**config.mk**
```make
export PLATFORM = sky130hd
export DESIGN_NAME = rx_iq_frame_buf
export DESIGN_NICKNAME = d
export VERILOG_FILES = /design/src/rtl/rx_iq_frame_buf.sv
export SDC_FILE = /design/constraint.sdc
export NUM_CORES = 2
export LEC_CHECK = 0
export BUFFER_PORTS_ARGS = -buffer_cell sky130_fd_sc_hd__buf_2
export CAP_MARGIN = 0
export CORE_MARGIN = 2
export CORE_UTILIZATION = 34
export CTS_BUF_LIST = sky130_fd_sc_hd__clkbuf_4 sky130_fd_sc_hd__clkbuf_8
export DETAILED_ROUTE_END_ITERATION = 16
export PLACE_DENSITY = 0.51
export SYNTH_ARGS = -nofsm -noshare
export SYNTH_HDL_FRONTEND = slang
export SYNTH_SLANG_ARGS = --single-unit
```
**constraint.sdc**
```tcl
create_clock -name i_clk -period 6.6 [get_ports i_clk]
set_input_delay 1.32 -clock i_clk [delete_from_list [all_inputs] [get_ports i_clk]]
set_output_delay 1.32 -clock i_clk [all_outputs]
set_load 0.005 [all_outputs]
```
**src/rtl/rx_iq_frame_buf.sv**
```systemverilog
`timescale 1ns/1ps
// ---------------------------------------------------------------------------
// rx_iq_frame_buf
//
// RX sample front end. It takes raw ADC I/Q words and widens each rail from
// IN_W to OUT_W bits. The widened samples go into a FIFO of DEPTH entries and
// leave it on a valid/ready stream. The stream is tagged with start-of-frame
// and end-of-frame markers every FRAME_LEN samples.
//
// Optional build macro:
//   RX_LEFT_JUSTIFY_EN  when defined, each rail is left-justified:
//                       {sample, zeros}, for full-scale output.
//                       When undefined, each rail is sign-extended.
//
// Ports:
//   i_clk      sample clock, the only clock
//   i_rst_n    asynchronous active-low reset (async assert, sync release)
//   i_en       capture enable
//   i_clr      synchronous pulse that clears o_ovf
//   i_in_i     ADC I sample, two's complement, IN_W bits
//   i_in_q     ADC Q sample, two's complement, IN_W bits
//   i_in_vld   input sample valid; the input has no backpressure
//   o_out_i    widened I sample, OUT_W bits
//   o_out_q    widened Q sample, OUT_W bits
//   o_out_vld  output valid
//   i_out_rdy  downstream ready; a transfer happens on o_out_vld && i_out_rdy
//   o_sof      first sample of a frame (qualified by o_out_vld)
//   o_eof      last sample of a frame, or last sample of a truncated frame
//   o_ovf      sticky overflow flag, set when a sample is dropped
//   o_level    FIFO occupancy, 0..DEPTH (this count includes the output stage)
//   o_busy     high whenever the controller is not IDLE
// ---------------------------------------------------------------------------
module rx_iq_frame_buf #(
    parameter int IN_W      = 12,
    parameter int OUT_W     = 16,
    parameter int DEPTH     = 64,
    parameter int FRAME_LEN = 256
) (
    input  logic                     i_clk,
    input  logic                     i_rst_n,
    input  logic                     i_en,
    input  logic                     i_clr,
    input  logic [IN_W-1:0]          i_in_i,
    input  logic [IN_W-1:0]          i_in_q,
    input  logic                     i_in_vld,
    output logic [OUT_W-1:0]         o_out_i,
    output logic [OUT_W-1:0]         o_out_q,
    output logic                     o_out_vld,
    input  logic                     i_out_rdy,
    output logic                     o_sof,
    output logic                     o_eof,
    output logic                     o_ovf,
    output logic [$clog2(DEPTH):0]   o_level,
    output logic                     o_busy
);

    localparam int AW = $clog2(DEPTH);
    localparam int LW = AW + 1;
    localparam int FW = $clog2(FRAME_LEN);
    localparam int EW = 2 + 2 * OUT_W;   // {sof, eof, I, Q}

    typedef enum logic [1:0] {
        ST_IDLE  = 2'd0,
        ST_ARMED = 2'd1,
        ST_RUN   = 2'd2,
        ST_DRAIN = 2'd3
    } state_t;

    state_t state_reg;
    logic   busy_reg;

    // -----------------------------------------------------------------------
    // Widening. Both rails go through the same generated path.
    // -----------------------------------------------------------------------
    logic [IN_W-1:0]  raw_rail  [2];
    logic [OUT_W-1:0] wide_rail [2];

    assign raw_rail[0] = i_in_i;
    assign raw_rail[1] = i_in_q;

    for (genvar gi = 0; gi < 2; gi++) begin : g_widen
`ifdef RX_LEFT_JUSTIFY_EN
        // Place the sample in the MSBs and zero-fill the LSBs.
        assign wide_rail[gi] = OUT_W'(raw_rail[gi]) << (OUT_W - IN_W);
`else
        // Sign-extend the two's complement sample into the wider word.
        assign wide_rail[gi] = OUT_W'($signed(raw_rail[gi]));
`endif
    end

    // -----------------------------------------------------------------------
    // FIFO storage. The registered output stage holds the head entry. The RAM
    // holds the entries queued behind the head. o_level counts both, so the
    // RAM never has to hold more than DEPTH-1 entries.
    // -----------------------------------------------------------------------
    logic [EW-1:0]    mem [DEPTH];
    logic [AW-1:0]    wr_ptr_reg;
    logic [AW-1:0]    rd_ptr_reg;
    logic [LW-1:0]    mem_cnt_reg;
    logic [LW-1:0]    level_reg;
    logic             ovf_reg;
    logic [FW-1:0]    fcnt_reg;

    logic             out_vld_reg;
    logic             out_sof_reg;
    logic             out_eof_reg;
    logic [OUT_W-1:0] out_i_reg;
    logic [OUT_W-1:0] out_q_reg;

    logic             wr_state_ok;
    logic             rd_fire;
    logic             full;
    logic             wr_fire;
    logic             ovf_event;
    logic             out_free;
    logic             load_from_mem;
    logic             load_bypass;
    logic             mem_wr;
    logic             wr_sof;
    logic             wr_eof;
    logic [EW-1:0]    wr_word;
    logic             drain_done;

    // Writes are only accepted while armed or running, and only with i_en high.
    // In RUN the cycle where i_en drops never writes.
    assign wr_state_ok = i_en && i_in_vld &&
                         ((state_reg == ST_ARMED) || (state_reg == ST_RUN));
    assign rd_fire     = out_vld_reg && i_out_rdy;
    assign full        = (level_reg == LW'(DEPTH));

    // When the FIFO is full, a read in the same cycle frees a slot, so the
    // write is still accepted.
    assign wr_fire     = wr_state_ok && (!full || rd_fire);
    assign ovf_event   = wr_state_ok && full && !rd_fire;

    assign wr_sof      = (fcnt_reg == '0);
    assign wr_eof      = (fcnt_reg == FW'(FRAME_LEN - 1));
    assign wr_word     = {wr_sof, wr_eof, wide_rail[0], wide_rail[1]};

    // The output stage can take a new entry when it is empty or being read.
    // The RAM has priority. A new sample skips the RAM only when the RAM is
    // empty, which gives one-cycle latency through an empty FIFO.
    assign out_free      = !out_vld_reg || rd_fire;
    assign load_from_mem = out_free && (mem_cnt_reg != '0);
    assign load_bypass   = out_free && (mem_cnt_reg == '0) && wr_fire;
    assign mem_wr        = wr_fire && !load_bypass;

    assign drain_done    = (state_reg == ST_DRAIN) && (level_reg == '0);

    // RAM write port. It has no reset, so it can map onto block RAM.
    always_ff @(posedge i_clk) begin
        if (mem_wr) begin
            mem[wr_ptr_reg] <= wr_word;
        end
    end

    // Pointers, occupancy, output stage, overflow flag and frame counter.
    always_ff @(posedge i_clk or negedge i_rst_n) begin
        if (!i_rst_n) begin
            wr_ptr_reg  <= '0;
            rd_ptr_reg  <= '0;
            mem_cnt_reg <= '0;
            level_reg   <= '0;
            ovf_reg     <= 1'b0;
            fcnt_reg    <= '0;
            out_vld_reg <= 1'b0;
            out_sof_reg <= 1'b0;
            out_eof_reg <= 1'b0;
            out_i_reg   <= '0;
            out_q_reg   <= '0;
        end else begin
            if (mem_wr) begin
                wr_ptr_reg <= wr_ptr_reg + AW'(1);
            end

            // Registered read from the RAM into the output stage.
            if (load_from_mem) begin
                {out_sof_reg, out_eof_reg, out_i_reg, out_q_reg} <= mem[rd_ptr_reg];
                rd_ptr_reg  <= rd_ptr_reg + AW'(1);
                out_vld_reg <= 1'b1;
            end else if (load_bypass) begin
                {out_sof_reg, out_eof_reg, out_i_reg, out_q_reg} <= wr_word;
                out_vld_reg <= 1'b1;
            end else if (rd_fire) begin
                out_vld_reg <= 1'b0;
            end

            unique case ({mem_wr, load_from_mem})
                2'b10:   mem_cnt_reg <= mem_cnt_reg + LW'(1);
                2'b01:   mem_cnt_reg <= mem_cnt_reg - LW'(1);
                default: mem_cnt_reg <= mem_cnt_reg;
            endcase

            unique case ({wr_fire, rd_fire})
                2'b10:   level_reg <= level_reg + LW'(1);
                2'b01:   level_reg <= level_reg - LW'(1);
                default: level_reg <= level_reg;
            endcase

            // A new overflow beats a clear in the same cycle.
            if (ovf_event) begin
                ovf_reg <= 1'b1;
            end else if (i_clr) begin
                ovf_reg <= 1'b0;
            end

            // The frame counter restarts whenever the controller finishes a
            // drain or is idle, so every run starts on a fresh frame.
            if ((state_reg == ST_IDLE) || drain_done) begin
                fcnt_reg <= '0;
            end else if (wr_fire) begin
                if (fcnt_reg == FW'(FRAME_LEN - 1)) begin
                    fcnt_reg <= '0;
                end else begin
                    fcnt_reg <= fcnt_reg + FW'(1);
                end
            end
        end
    end

    // -----------------------------------------------------------------------
    // Capture controller.
    //   IDLE  -> ARMED  when i_en goes high
    //   ARMED -> RUN    on the first valid sample (that sample is written)
    //   ARMED -> IDLE   when i_en drops
    //   RUN   -> DRAIN  when i_en drops
    //   DRAIN -> IDLE   once the FIFO is empty; i_en is ignored until then
    // -----------------------------------------------------------------------
    always_ff @(posedge i_clk or negedge i_rst_n) begin
        if (!i_rst_n) begin
            state_reg <= ST_IDLE;
            busy_reg  <= 1'b0;
        end else begin
            unique case (state_reg)
                ST_IDLE: begin
                    if (i_en) begin
                        state_reg <= ST_ARMED;
                        busy_reg  <= 1'b1;
                    end
                end
                ST_ARMED: begin
                    if (!i_en) begin
                        state_reg <= ST_IDLE;
                        busy_reg  <= 1'b0;
                    end else if (i_in_vld) begin
                        state_reg <= ST_RUN;
                    end
                end
                ST_RUN: begin
                    if (!i_en) begin
                        state_reg <= ST_DRAIN;
                    end
                end
                ST_DRAIN: begin
                    if (level_reg == '0) begin
                        state_reg <= ST_IDLE;
                        busy_reg  <= 1'b0;
                    end
                end
                default: begin
                    state_reg <= ST_IDLE;
                    busy_reg  <= 1'b0;
                end
            endcase
        end
    end

    // -----------------------------------------------------------------------
    // Outputs
    // -----------------------------------------------------------------------
    assign o_out_i   = out_i_reg;
    assign o_out_q   = out_q_reg;
    assign o_out_vld = out_vld_reg;
    assign o_sof     = out_sof_reg;
    // A truncated frame still ends with eof: the last entry left during a
    // drain is marked as the end of the frame.
    assign o_eof     = out_eof_reg ||
                       ((state_reg == ST_DRAIN) && (level_reg == LW'(1)) && out_vld_reg);
    assign o_ovf     = ovf_reg;
    assign o_level   = level_reg;
    assign o_busy    = busy_reg;

endmodule

```
# Yosys cells after proc, flatten, opt, wreduce, memory -nomap -nowiden
# Memories as Yosys holds them, arrays and structs flattened.
# Cells that the tools add are included.
[op_classes]
n_eq_ne = 15
n_mux = 30
n_div = 0
addsub = 7
n_reduce_logical = 36
n_bitwise = 0
n_mul = 0
shifts = 0
order_cmp = 0
[ops]
columns = ["cell", "count"]
rows = [
  ["$mux W16", 4],
  ["$pmux W7 S2", 2],
  ["$mux W8", 3],
  ["$add A7 B1 Y7 const B", 2],
  ["$logic_not A7 Y1", 2],
  ["$mux W1", 14],
  ["$sub A7 B1 Y7 const B", 2],
  ["$logic_and A1 B1 Y1", 13],
  ["$add A6 B1 Y6 const B", 2],
  ["$mux W2", 5],
  ["$reduce_bool A2 Y1", 5],
  ["$add A8 B1 Y8 const B", 1],
  ["$eq A2 B2 Y1 const B", 4],
  ["$eq A8 B8 Y1 const B", 1],
  ["$logic_not A8 Y1", 1],
  ["$pmux W2 S4", 1],
  ["$reduce_and A4 Y1", 2],
  ["$eq A7 B1 Y1 const B", 1],
  ["$eq A7 B7 Y1 const B", 1],
  ["$reduce_bool A7 Y1", 1],
  ["$eq A2 B1 Y1 const B", 3],
  ["$ne A2 B2 Y1 const B", 3],
  ["$reduce_bool A3 Y1", 2],
  ["$logic_or A1 B1 Y1", 5],
  ["other kinds (5)", 8],
]
[word_totals]
romBits = 0
output_inout_bits = 44
memories = 1
ram_bits = 2176
latchBits = 0
reg_bits = 73
wordCells = 102
inputBits = 30
[memory_table]
columns = ["name", "words", "width", "read_ports", "rd_clocked_by_memory_dff", "wr", "line_no", "rtl"]
rows = [
  ["mem", 64, 34, 1, 0, 1, "96", "logic [EW-1:0] mem [DEPTH];"],
]

# Depth between registers and ports, before layout
[depth]
word_depth = 9
depth_mapped = 17
ltp_nobuf = 15

# Least setup slack after synthesis
# Ideal clock, no wire load.
[synth_path]
path_type = "reg2reg"
from = "register fcnt_reg[3]"
to = "memory mem[0][33] in the netlist's numbering (data pin)"
synth_period_minus_slack_ps = 5485
required_time_ps = 5728
path_buffers = 1
path_slack_ps = 1115
setup_time_ps = 872
arrival_time_ps = 4613
path_stages_with_launch = 4
cell_sequence = "dfrtp_1 clkbuf_1 or4b_2 nor4_1"
[synth_via]
elab_chain_len = 1
[synth_lines]
columns = ["item", "line_no", "rtl"]
rows = [
  ["from (decl)", "102", "logic [FW-1:0] fcnt_reg;"],
  ["from (signal assigned)", "215", "fcnt_reg <= fcnt_reg + FW'(1);"],
  ["$logic_not A8 Y1", "136", "assign wr_sof = (fcnt_reg == '0);"],
  ["net wr_sof", "119", "logic wr_sof;"],
  ["to (decl)", "96", ""],
]
# The timed path passes the listed nets, and every way through them passes these cells.

# Final worst setup path
[layout_path]
from = "register rd_ptr_reg[0]"
to = "register out_i_reg[6], in the netlist o_out_i[6]"
[layout_via]
elab_chain_len = 2
[layout_lines]
columns = ["item", "line_no", "rtl"]
rows = [
  ["from (decl)", "98", "logic [AW-1:0] rd_ptr_reg;"],
  ["from (signal assigned)", "179", "rd_ptr_reg <= rd_ptr_reg + AW'(1);"],
  ["$mem_v2 Z64 W34", "-", ""],
  ["$mux W16", "177", "if (load_from_mem) begin"],
  ["to (signal assigned)", "178", "{out_sof_reg, out_eof_reg, out_i_reg, out_q_reg} <= mem[rd_ptr_reg];"],
  ["to (signal assigned)", "182", "{out_sof_reg, out_eof_reg, out_i_reg, out_q_reg} <= wr_word;"],
  ["to (decl)", "107", "logic [OUT_W-1:0] out_i_reg;"],
]
# Every way passes these cells.
# A chain may end at the register's enable or synchronous reset.

==> flow_metrics.tcl <==
set metrics [dict create \
    status "completed" \
    yosysSeqAreaShare_pct 76.49 \
    crit_path_start "rd_ptr_reg[0]$_DFFE_PN0N_" \
    cp-start-kind "flip-flop" \
    final_area_sq_mm 0.07685 \
    fin_skew_ns 0.07629 \
    path_max_fanout 51 \
    p_int_mw 20.88 \
    worstReg2RegStart "rd_ptr_reg[0]$_DFFE_PN0N_" \
    layout_common_cells "edfxtp_1, clkbuf_8, mux4_2, mux2i_1, clkbuf_4" \
    antenna_found_initial 13 \
    synthAdderAreaFrac_pct 0.3339 \
    yosys.cell_types.count 72 \
    vias 33630 \
    place_congestion 0.8670 \
    synth_compound_area_share_pct 4.228 \
    drv_cap 0 \
    cts_resized 0 \
    regMostFlops "mem" \
    dr.pass1.iters 6 \
    cp-endpoint "o_out_i[6]$_DFFE_PN0P_" \
    nNetsFinal 3556 \
    cp_slowest_cell "dfrtp_4" \
    dieArea_sq_mm 0.2020 \
    synth_cells 3242 \
    required_ns 7.41 \
    reg2regPathDepth 6 \
    layout_commonest_cell "edfxtp_1" \
    synth_xor_xnor_area_share_pct 0.3506 \
    p_switching_mw 10.44 \
    setup_tns_ns 0 \
    cts_made_buffers 301 \
    power_mw 31.32 \
    clock_latency_ns 1.00 \
    cts-root-buf "clkbuf_8" \
    io_pins 74 \
    synthMuxAreaShare_pct 14.58 \
    fin_hold_ws_ns 0.4503 \
    power_density_mw_per_mm2 407.6 \
    synth_edf_count 1664 \
    ctsLongestPathBuffers 4 \
    drive_gt1_share_pct 30.13 \
    hpwlAfterDp_mm 109.0 \
    finalSetupViolations 0 \
    clock.fmax_mhz 241.6 \
    rsz0062_at_grt "no" \
    vias_per_cell 5.300 \
    hold_path_class "primary input to async pin" \
    grt_pass1_vias 34170 \
    core_area_sq_mm 0.1972 \
    routed_wl_mm 189.6 \
    r2r-end "o_out_i[6]$_DFFE_PN0P_" \
    ant_nets 0 \
    ff2ff_setup_slack_ns 2.46 \
    cp.arrival_ns 4.94 \
    synth_seq_cells 1729 \
    drt_iter0_markers 3847 \
    min_period_over_period_pct 62.70 \
    crit_chain "buf_12 > mux2_2 > a221oi_1 > a22oi_1 > o2111ai_1 > nand3_1" \
    layout_min_cycle_time_ns 4.139 \
    yosysTopAreaCell "edfxtp_1" \
    row_count 163 \
    hold_buffers 0 \
    drv_slew 0 \
    synth-simple-area-share_pct 2.298 \
    grt_usage_pct 18.46 \
    stdcell_count 6345 \
    sw_frac_of_total_pct 33.34 \
    place_area_sq_mm 0.07136 \
    grt_overflow_total 0 \
    p_seq_share_pct 41.3 \
    wl_per_cell_microns 29.89 \
    grt_max_degree 92 \
    cts_tree "yes" \
    grt_pass1_wl_mm 264.2 \
    die_w_microns 449.4 \
    path_class "flip-flop to flip-flop" \
    ir_drop_v 0.0002905 \
    leakagePower_nw 24.30 \
    slew_headroom_pct 10.99 \
    cts.clk_slew.worst_paths_ns 0.06 \
    synth_area_per_cell_sq_um 20.80 \
    finalHoldViolCount 0 \
    synth_area_sq_mm 0.06745 \
    worst_pin_slew_ns 1.335 \
    largest_register_ffs 1664 \
    synth.top_cell.area_share_pct 74.08 \
    max_stage_delay_ns 1.01 \
    ys.flop_type "edfxtp_1" \
    die_h_microns 449.4 \
    p_comb_share_pct 29.3 \
    synth_fp_nets 3290 \
    start_util_pct 34.20 \
    synth_top_family_by_area "multiplexers" \
    async_reset_ff_share_pct 3.759 \
    synth_area_leaders "edfxtp_1, mux4_2, dfrtp_1, mux2i_1, mux2_2" \
    ys_warn_count 0 \
    dp_cells 5845 \
    cts_setup_buffers 0 \
    cp-end-kind "flip-flop" \
    clock-sinks 1729 \
    cts.htree.levels 5 \
    p_clk_share_pct 29.5 \
    syn2layout_area_growth_pct 13.93 \
    port_buffers 73 \
    drc_errors 0 \
]
[power by group through the flow]
stage,clock network (mW),registers [mW],logic [mW]
floorplan,0,12.7,5.83
global placement,0,13.2,9.27
detailed placement,0,13.2,9.28
CTS,9.43,12.9,9.29
global route,9.90,13.0,9.61
finish,9.22,12.9,9.16
[cell usage after synthesis, types with 4 or more instances]
| library cell | count |
|---|---|
| mux2_1 | 19 |
| a2111oi_0 | 24 |
| mux2_4 | 6 |
| nand3_1 | 89 |
| mux2_2 | 81 |
| buf_1 | 6 |
| and3_1 | 8 |
| a22oi_1 | 75 |
| a21oi_1 | 39 |
| inv_1 | 13 |
| buf_2 | 51 |
| a221oi_2 | 11 |
| o2111ai_1 | 26 |
| nor2_1 | 84 |
| o221ai_1 | 25 |
| clkbuf_1 | 86 |
| a211o_1 | 25 |
| nand3b_1 | 6 |
| xor2_1 | 9 |
| a221oi_1 | 40 |
| buf_4 | 27 |
| a31oi_1 | 4 |
| xnor2_1 | 18 |
| nand2b_1 | 4 |
| nand4_1 | 8 |
| ha_1 | 18 |
| dfrtp_1 | 65 |
| o21ai_0 | 11 |
| a22o_1 | 26 |
| edfxtp_1 | 1664 |
| mux2i_1 | 161 |
| o22ai_1 | 28 |
| nor3_1 | 8 |
| buf_6 | 20 |
| mux4_2 | 311 |
| nand2_1 | 78 |
| nor4_1 | 4 |
| nor3b_1 | 4 |
| nor2b_1 | 12 |
[metal layers]
| metal | track usage (%) | wire length (microns) |
|---|---|---|
| met5 | 0 | 0 |
| met4 | 6.297 | 6059 |
| met3 | 3.638 | 12220 |
| met2 | 29.73 | 91570 |
| met1 | 25.00 | 79800 |
[through the flow]
stage               setup slack, ns  util [%]
floorplan                     1.115         -
global placement              1.930     36.18
detailed placement            1.968     36.18
CTS                           2.545     38.96
global route                  2.276     38.96
finish                        2.461     38.97
[critical path: cells and delay by family, from the launching register on]
| family | cells | cell delay [ns] |
|---|---|---|
| muxes | 1 | 0.39 |
| AOI/OAI and AO/OA | 3 | 1.93 |
| DFF | 1 | 1.01 |
| and+or+nand+nor | 1 | 0.15 |
| buffers and inverters | 1 | 0.43 |
[how the worst min path moves through the flow]
stage	startpoint	end	slack, ns	depth (start not counted)
final	i_rst_n	o_level[4]$_DFFE_PN0P_	0.45	1
after global routing	i_rst_n	o_level[5]$_DFFE_PN0P_	0.48	1
after CTS	i_rst_n	o_level[2]$_DFFE_PN0P_	0.42	1
after detailed placement	o_busy$_DFFE_PN0P_	o_busy$_DFFE_PN0P_	0.46	1
after global placement	o_busy$_DFFE_PN0P_	o_busy$_DFFE_PN0P_	0.46	1
after floorplan	mem_cnt_reg[6]$_DFFE_PN0P_	mem_cnt_reg[6]$_DFFE_PN0P_	0.47	1
[cell type report]
cell class / count / area [sq um]
antenna: 8 / 20.02
clock buffer: 423 / 5159
clock inverter: 69 / 306.5
fill: 17740 / 120400
inverter: 16 / 60.06
multi-input combinational: 1303 / 15310
sequential: 1729 / 51610
tap: 2640 / 3303
timing repair buffer: 157 / 1074
[kinds of logic after synthesis]
kind of cell    Yosys count
mux                     578
simple gates            322
compound gates          358
fa+ha+maj                18
xor+xnor                 27
flops                  1729
buf+inv                 210
(Power assumes the default switching activity.)
